[src/rtl/rack_spike_tx.sv]
// Rack spike link transmitter: queues raw spike strobes and emits fixed-width
// pulses with a guaranteed low gap. Optional counters under SPIKE_TX_STATS_EN.
module rack_spike_tx #(
  parameter int unsigned PULSE_W = 4,
  parameter int unsigned GAP_W   = 4,
  parameter int unsigned CNT_W   = 8
) (
  input  logic             clk,
  input  logic             reset,
  input  logic             enable,
  input  logic             spike_in,
  output logic             spikeout,
  output logic             busy,
  output logic [CNT_W-1:0] pending,
  output logic [31:0]      sent_cnt,
  output logic [15:0]      dropped_cnt
);

  localparam int unsigned TMAX = (PULSE_W > GAP_W) ? PULSE_W : GAP_W;
  localparam int unsigned TW   = (TMAX > 1) ? $clog2(TMAX) : 1;
  localparam logic [TW-1:0]    PULSE_LD = TW'(PULSE_W - 1);
  localparam logic [TW-1:0]    GAP_LD   = TW'(GAP_W - 1);
  localparam logic [CNT_W-1:0] CNT_MAX  = '1;

  typedef enum logic [1:0] {IDLE, HIGH, GAP} state_e;

  state_e           state_q, state_d;
  logic [TW-1:0]    timer_q, timer_d;
  logic             spikeout_q, spikeout_d;
  logic             busy_q, busy_d;
  logic [CNT_W-1:0] pend_q, pend_d;
  logic             start_c;
  logic             inc_c;
  logic             sat_c;

  always_ff @(posedge clk or negedge reset) begin
    if (!reset) begin
      state_q    <= IDLE;
      timer_q    <= '0;
      spikeout_q <= 1'b0;
      busy_q     <= 1'b0;
      pend_q     <= '0;
    end else begin
      state_q    <= state_d;
      timer_q    <= timer_d;
      spikeout_q <= spikeout_d;
      busy_q     <= busy_d;
      pend_q     <= pend_d;
    end
  end

  // Pulse sequencer; a pulse start can come from IDLE or straight out of an expiring GAP.
  always_comb begin
    state_d    = state_q;
    timer_d    = timer_q;
    spikeout_d = spikeout_q;
    start_c    = 1'b0;
    case (state_q)
      IDLE: begin
        if (enable && (pend_q != '0)) start_c = 1'b1;
      end
      HIGH: begin
        if (timer_q == '0) begin
          state_d    = GAP;
          spikeout_d = 1'b0;
          timer_d    = GAP_LD;
        end else begin
          timer_d = timer_q - TW'(1);
        end
      end
      GAP: begin
        if (timer_q == '0) begin
          if (enable && (pend_q != '0)) start_c = 1'b1;
          else                          state_d = IDLE;
        end else begin
          timer_d = timer_q - TW'(1);
        end
      end
      default: begin
        state_d    = IDLE;
        spikeout_d = 1'b0;
      end
    endcase
    if (start_c) begin
      state_d    = HIGH;
      spikeout_d = 1'b1;
      timer_d    = PULSE_LD;
    end
    busy_d = (state_d != IDLE);
  end

  // Saturating queue of spikes not yet started; flushed while disabled.
  always_comb begin
    inc_c  = enable & spike_in;
    sat_c  = (pend_q == CNT_MAX);
    pend_d = pend_q;
    if (!enable) begin
      pend_d = '0;
    end else if (inc_c && !start_c) begin
      if (!sat_c) pend_d = pend_q + CNT_W'(1);
    end else if (!inc_c && start_c) begin
      pend_d = pend_q - CNT_W'(1);
    end
  end

  assign spikeout = spikeout_q;
  assign busy     = busy_q;
  assign pending  = pend_q;

`ifdef SPIKE_TX_STATS_EN
  logic [31:0] sent_q;
  logic [15:0] dropped_q;
  logic        drop_c;

  assign drop_c = inc_c & sat_c & ~start_c;

  always_ff @(posedge clk or negedge reset) begin
    if (!reset) begin
      sent_q    <= '0;
      dropped_q <= '0;
    end else begin
      if (start_c) sent_q <= sent_q + 32'd1;
      if (drop_c && (dropped_q != 16'hFFFF)) dropped_q <= dropped_q + 16'd1;
    end
  end

  assign sent_cnt    = sent_q;
  assign dropped_cnt = dropped_q;
`else
  assign sent_cnt    = 32'd0;
  assign dropped_cnt = 16'd0;
`endif

endmodule

[config.mk]
export PLATFORM = sky130hd
export DESIGN_NAME = rack_spike_tx
export DESIGN_NICKNAME = d
export VERILOG_FILES = /design/src/rtl/rack_spike_tx.sv
export SDC_FILE = /design/constraint.sdc
export NUM_CORES = 1
export LEC_CHECK = 0
export ABC_AREA = 1
export CAP_MARGIN = 5
export CORE_UTILIZATION = 45
export CTS_BUF_LIST = sky130_fd_sc_hd__clkbuf_16
export DETAILED_ROUTE_END_ITERATION = 10
export PLACE_DENSITY_LB_ADDON = 0.2
export SLEW_MARGIN = 20
export SYNTH_ARGS = -nofsm -noshare
export SYNTH_HDL_FRONTEND = slang
export SYNTH_SLANG_ARGS = --single-unit
[constraint.sdc]
create_clock -name clk -period 5.8 [get_ports clk]
set_clock_uncertainty 0.05 [all_clocks]
set_input_delay 1.16 -clock clk [delete_from_list [all_inputs] [get_ports clk]]
set_output_delay 1.16 -clock clk [all_outputs]
set_load 0.01 [all_outputs]
; ---- After elaboration in Yosys (flattened, before gate mapping)
; Index checks and enable logic that the tools add are counted.
[word_totals]
register_bits = 14
latch_bits = 0
ram_bits = 0
romBits = 0
inputBits = 4
output_inout_bits = 58
mem_count = 0
[classes]
n_addsub = 3
multipliers = 0
div = 0
order_cmp = 0
eq_ne = 8
n_shift = 0
mux = 19
n_bitwise = 1
reduce_logical = 14
[op_table]
columns = operator, n
row1 = $mux 8, 4
row2 = $mux 2, 7
row3 = $ne 3x3->1 const B, 3
row4 = $add 8x1->8 const B, 1
row5 = $eq 8x8->1 const B, 1
row6 = $reduce_bool 8->1, 1
row7 = $sub 8x1->8 const B, 1
row8 = $pmux 2 s3, 1
row9 = $reduce_and 2->1, 3
row10 = $logic_not 2->1, 2
row11 = $mux 1, 4
row12 = $pmux 1 s2, 2
row13 = $pmux 2 s2, 1
row14 = $logic_and 1x1->1, 3
row15 = $ne 3x1->1 const B, 1
row16 = $reduce_bool 3->1, 1
row17 = $eq 2x1->1 const B, 1
row18 = $eq 2x2->1 const B, 1
row19 = $logic_not 1->1, 2
row20 = $ne 2x1->1 const B, 1
row21 = $reduce_bool 2->1, 1
row22 = $reduce_or 2->1, 1
row23 = $sub 2x1->2 const B, 1
row24 = $and 1x1->1, 1

; ---- Depth between registers and ports, before layout
[logic_depth]
depth_word = 9
depth_mapped = 16
mapped_depth_nobuf = 16

; ---- Worst setup path after synthesis
; Ideal clock, no wire load.
[synth_timing]
path_type = input -> register
startpoint = in enable
endpoint = reg pend_q[4] (netlist: pending[4])
setup_time_ps = 118
arrival_ps = 2520
required_time_ps = 5632
path_slack_ps = 3112
path_stages = 12
path_cell_list = nand2_1 -> a21oi_2 -> o21ai_4 -> nand2_2 -> inv_1 -> fa_1 -> inv_1 -> a31oi_1 -> xor2_1 -> nor2_1 -> nand2_1 -> o21ai_2
[synth_between]
elab_chain_cells = 8
word_cells_on_any_way = 14
cone_classes = eq/ne: 2 / mux: 5 / bitwise: 1 / reduce/logical: 6
[synth_lines]
columns = item, line
row1 = "start, declared", 10  ; input logic enable,
row2 = $logic_and 1x1->1, "60, 73"
row3 = $mux 1, "60, 73"
row4 = $mux 1, 72  ; if (timer_q == '0) begin
row5 = $pmux 1 s2, 58  ; case (state_q)
row6 = $logic_not 1->1, 99  ; end else if (inc_c && !start_c) begin
row7 = $logic_and 1x1->1, 99
row8 = $ne 3x1->1 (no source line) (tied with other cells), n/a
row9 = $reduce_and 2->1 (no source line) or $mux 8 (tied branches), n/a
row10 = "end signal, assigned", 48  ; pend_q <= pend_d;
row11 = "end, declared", 31  ; logic [CNT_W-1:0] pend_q, pend_d;
; Several ways; a longest one is shown, not always the timed one.
; A chain may end at the register's enable or synchronous reset.

; ---- Final worst setup path
[layout_timing]
startpoint = in enable
endpoint = reg pend_q[7] (netlist: pending[7])
; Same word-level chain as after synthesis.

==> qor.txt <==
Post-Syn Instances = 188
grt ovf = 0
FP Rows = 19
final instance area = 1449 um2
pwr/cell area = 520.4 nW/um2
area leader, netlist = buf_4
maximum vdd ir drop = 0.0002242 V
Area after DPL = 1370 um2
Antenna Nets Post-Route = 0
initial antenna violation count = 0
largest net degree at the start of global routing = 15
CTS sink cnt = 14
synthesized area = 1385 um2
achievable frequency = 305.7 MHz
sequential element share of the synthesized area = 25.29%
Worst R2R Start = timer_q[0]
Finished Layout Cells = 235
vias in the first global route = 912
worst min-delay path class = reg -> reg
initial core utilization = 48.96%
Die ar. = 3304 um2
final net count = 217
WP data required = 5.88 ns
setup_tns = 0 ns
post-synth top area share = 26.02%
post-CTS sizing = 0
post-synthesis cell type count = 27
TritonCTS Buffers = 3
core outline area = 2829 um2
setup bufs post-CTS = 0
crit share post-route = 56.41%
I/O pin cnt = 62
Max Cap Viol = 0
critical-path maximum fanout = 9
fill cell count = 288
Synth top cells by count = buf_4, nand2_1, inv_1
Detail Placement HPWL = 1953 um
Fin. Hold Viols = 0
CP max stage cell = clkdlybuf4s50_1
port bufs = 13
WS Path Type = in -> reg
placed insts = 231
Slew @ Worst Pin = 0.6244 ns
CP endpoint kind = register
first-pass GRT wire length = 4015 um
register area = 350.3 um2
worst rel slew slack = 58.24%
ranking of synthesized cells by area = buf_4, dfrtp_1, nand2_1, ha_1, inv_1
fin util = 51.22%
Worst EP arrival = 3.36 ns
clock buffer depth = 2
EDFF count, synth = 0
CTS Root Cell = clkbuf_16
FF-to-FF setup slack = 3.39 ns
RSZ-0062 raised after global routing = false
startpoint types = primary input
status = complete, but fails checks
Worst path max stage delay = 0.57 ns
vias = 1061
final wirelength = 2457 um
Hold Buf Count CTS = 0
GRT Util Overall = 15.48%
Antenna Cells = 0
share of cells above drive strength 1 = 6.373%
die height = 57.48 um
Initial DRC Count = 28
via/cell ratio = 4.515
CTS tree = built
Leak = 0.8187 nW
post-synthesis register bit count = 14
Pre-antenna DRT Iters = 9
Area Growth Syn to Fin = 4.607%
min cycle time layout = 3.271 ns
GPL Wtd Cong = 0.8286
failing checks = DRC
max-slew violations = 0
clock slew at reported path FFs = 0.05 ns
Synth async-reset ratio = 100.0%
multi-input logic area = 760.7 um2
end of the critical path = pending[7]
crit-path cells = clkdlybuf4s50_1 -> nand2_1 -> a21oi_2 -> o21ai_4 -> nand2_2 -> ha_1 -> a21oi_1 -> nand2_1 -> nand2_1 -> nand3_1 -> nand3_1 -> nand2_1 -> nand2_1 -> nand2_1
Top FF cell, synth = dfrtp_1
Avg Inst Size Synth = 7.367 um2
reg-to-reg critical path endpoint = pending[7]
endpoints failing setup = 0
cell with the most instances after synthesis = buf_4
clk_lat worst skew = 0.24 ns
Syn. warnings = 0
cell mode on critical path = nand2_1
WP depth = 14
beginning of the critical path = enable
delay-heaviest family, CP = simple AND/OR/NAND/NOR gates
htree depth = 1
crit path buf inv count = 1
Worst R2R Path Depth = 15
WL/cell = 10.46 um
Residual DRC = 5
Die X-Extent = 57.48 um
## worst min-delay path: cells and delay by family (launching register included)
kind,cells,cell delay (ns)
flip-flops,1,0.34
AO/OA/AOI/OAI,2,0.13
## per-layer routing
layer	track usage, %	vias to the layer above	share of wire, %
met5	0	-	0
met3	3.628	4	6.6
met2	25.75	55	48
li1	-	529	-
met1	19.94	473	44
met4	4.530	0	0.94
## worst min-delay path by stage
| stage | start | endpoint | slack (ns) | depth (start not counted) |
|---|---|---|---|---|
| after CTS | timer_q[1] | timer_q[1] | 0.47 | 2 |
| after detailed placement | timer_q[1] | timer_q[1] | 0.46 | 2 |
| after global placement | timer_q[1] | timer_q[1] | 0.43 | 2 |
| final | timer_q[1] | timer_q[1] | 0.46 | 2 |
| after global routing | spikeout | spikeout | 0.49 | 1 |
| after floorplan | timer_q[1] | timer_q[1] | 0.41 | 2 |
## state kept, by name, indices dropped and copies added (netlist names)
register  count
pending       8
state_q       2
timer_q       2
busy          1
spikeout      1
## power breakdown
| group | switching [mW] | internal (mW) | leakage, nW | total, mW |
|---|---|---|---|---|
| Clock | 0.0389 | 0.0911 | 0.0385 | 0.130 |
| Combinational | 0.254 | 0.184 | 0.606 | 0.438 |
| Sequential | 0.0449 | 0.142 | 0.174 | 0.186 |
## metrics by stage
step / setup WS [ns] / hold slack (ns) / power [mW]
finish: 2.529 / 0.4635 / 0.7541
global route: 2.307 / 0.4941 / 0.8222
CTS: 2.551 / 0.4669 / 0.7569
detailed placement: 2.295 / 0.4576 / 0.6199
global placement: 2.361 / 0.4297 / 0.6118
floorplan: 3.112 / 0.4094 / 0.5151
## cell type report
cell class	count	area share [%]
Clock inverter	1	0.2591
Timing Repair Buffer	13	8.981
Sequential cell	14	24.18
Tap cell	31	2.677
Multi-Input combinational cell	149	52.50
Clock buffer	3	5.181
Inverter	24	6.218
## logic make-up after synthesis
logic type	after synthesis	share of synthesized area (%)
buffers and inverters	72	32.52
DFF	14	25.29
AOI/OAI and AO/OA	18	8.854
other	1	0.2707
and+or+nand+nor	71	22.76
adders and majority gates	8	7.769
xor gates and xnor gates	4	2.530
## cell usage in the layout, fill, tap and decap left out, types with 2 or more instances in the layout
master,count
conb_1,48
nand2_1,42
inv_1,23
dfrtp_1,14
clkdlybuf4s50_1,13
nor2_1,10
nand3_1,10
ha_1,7
o21ai_0,5
a21oi_1,5
nand4_1,4
clkbuf_16,3
xor2_1,2
o21ai_2,2
xnor2_1,2
No activity file was read; power rests on OpenSTA's default activity.
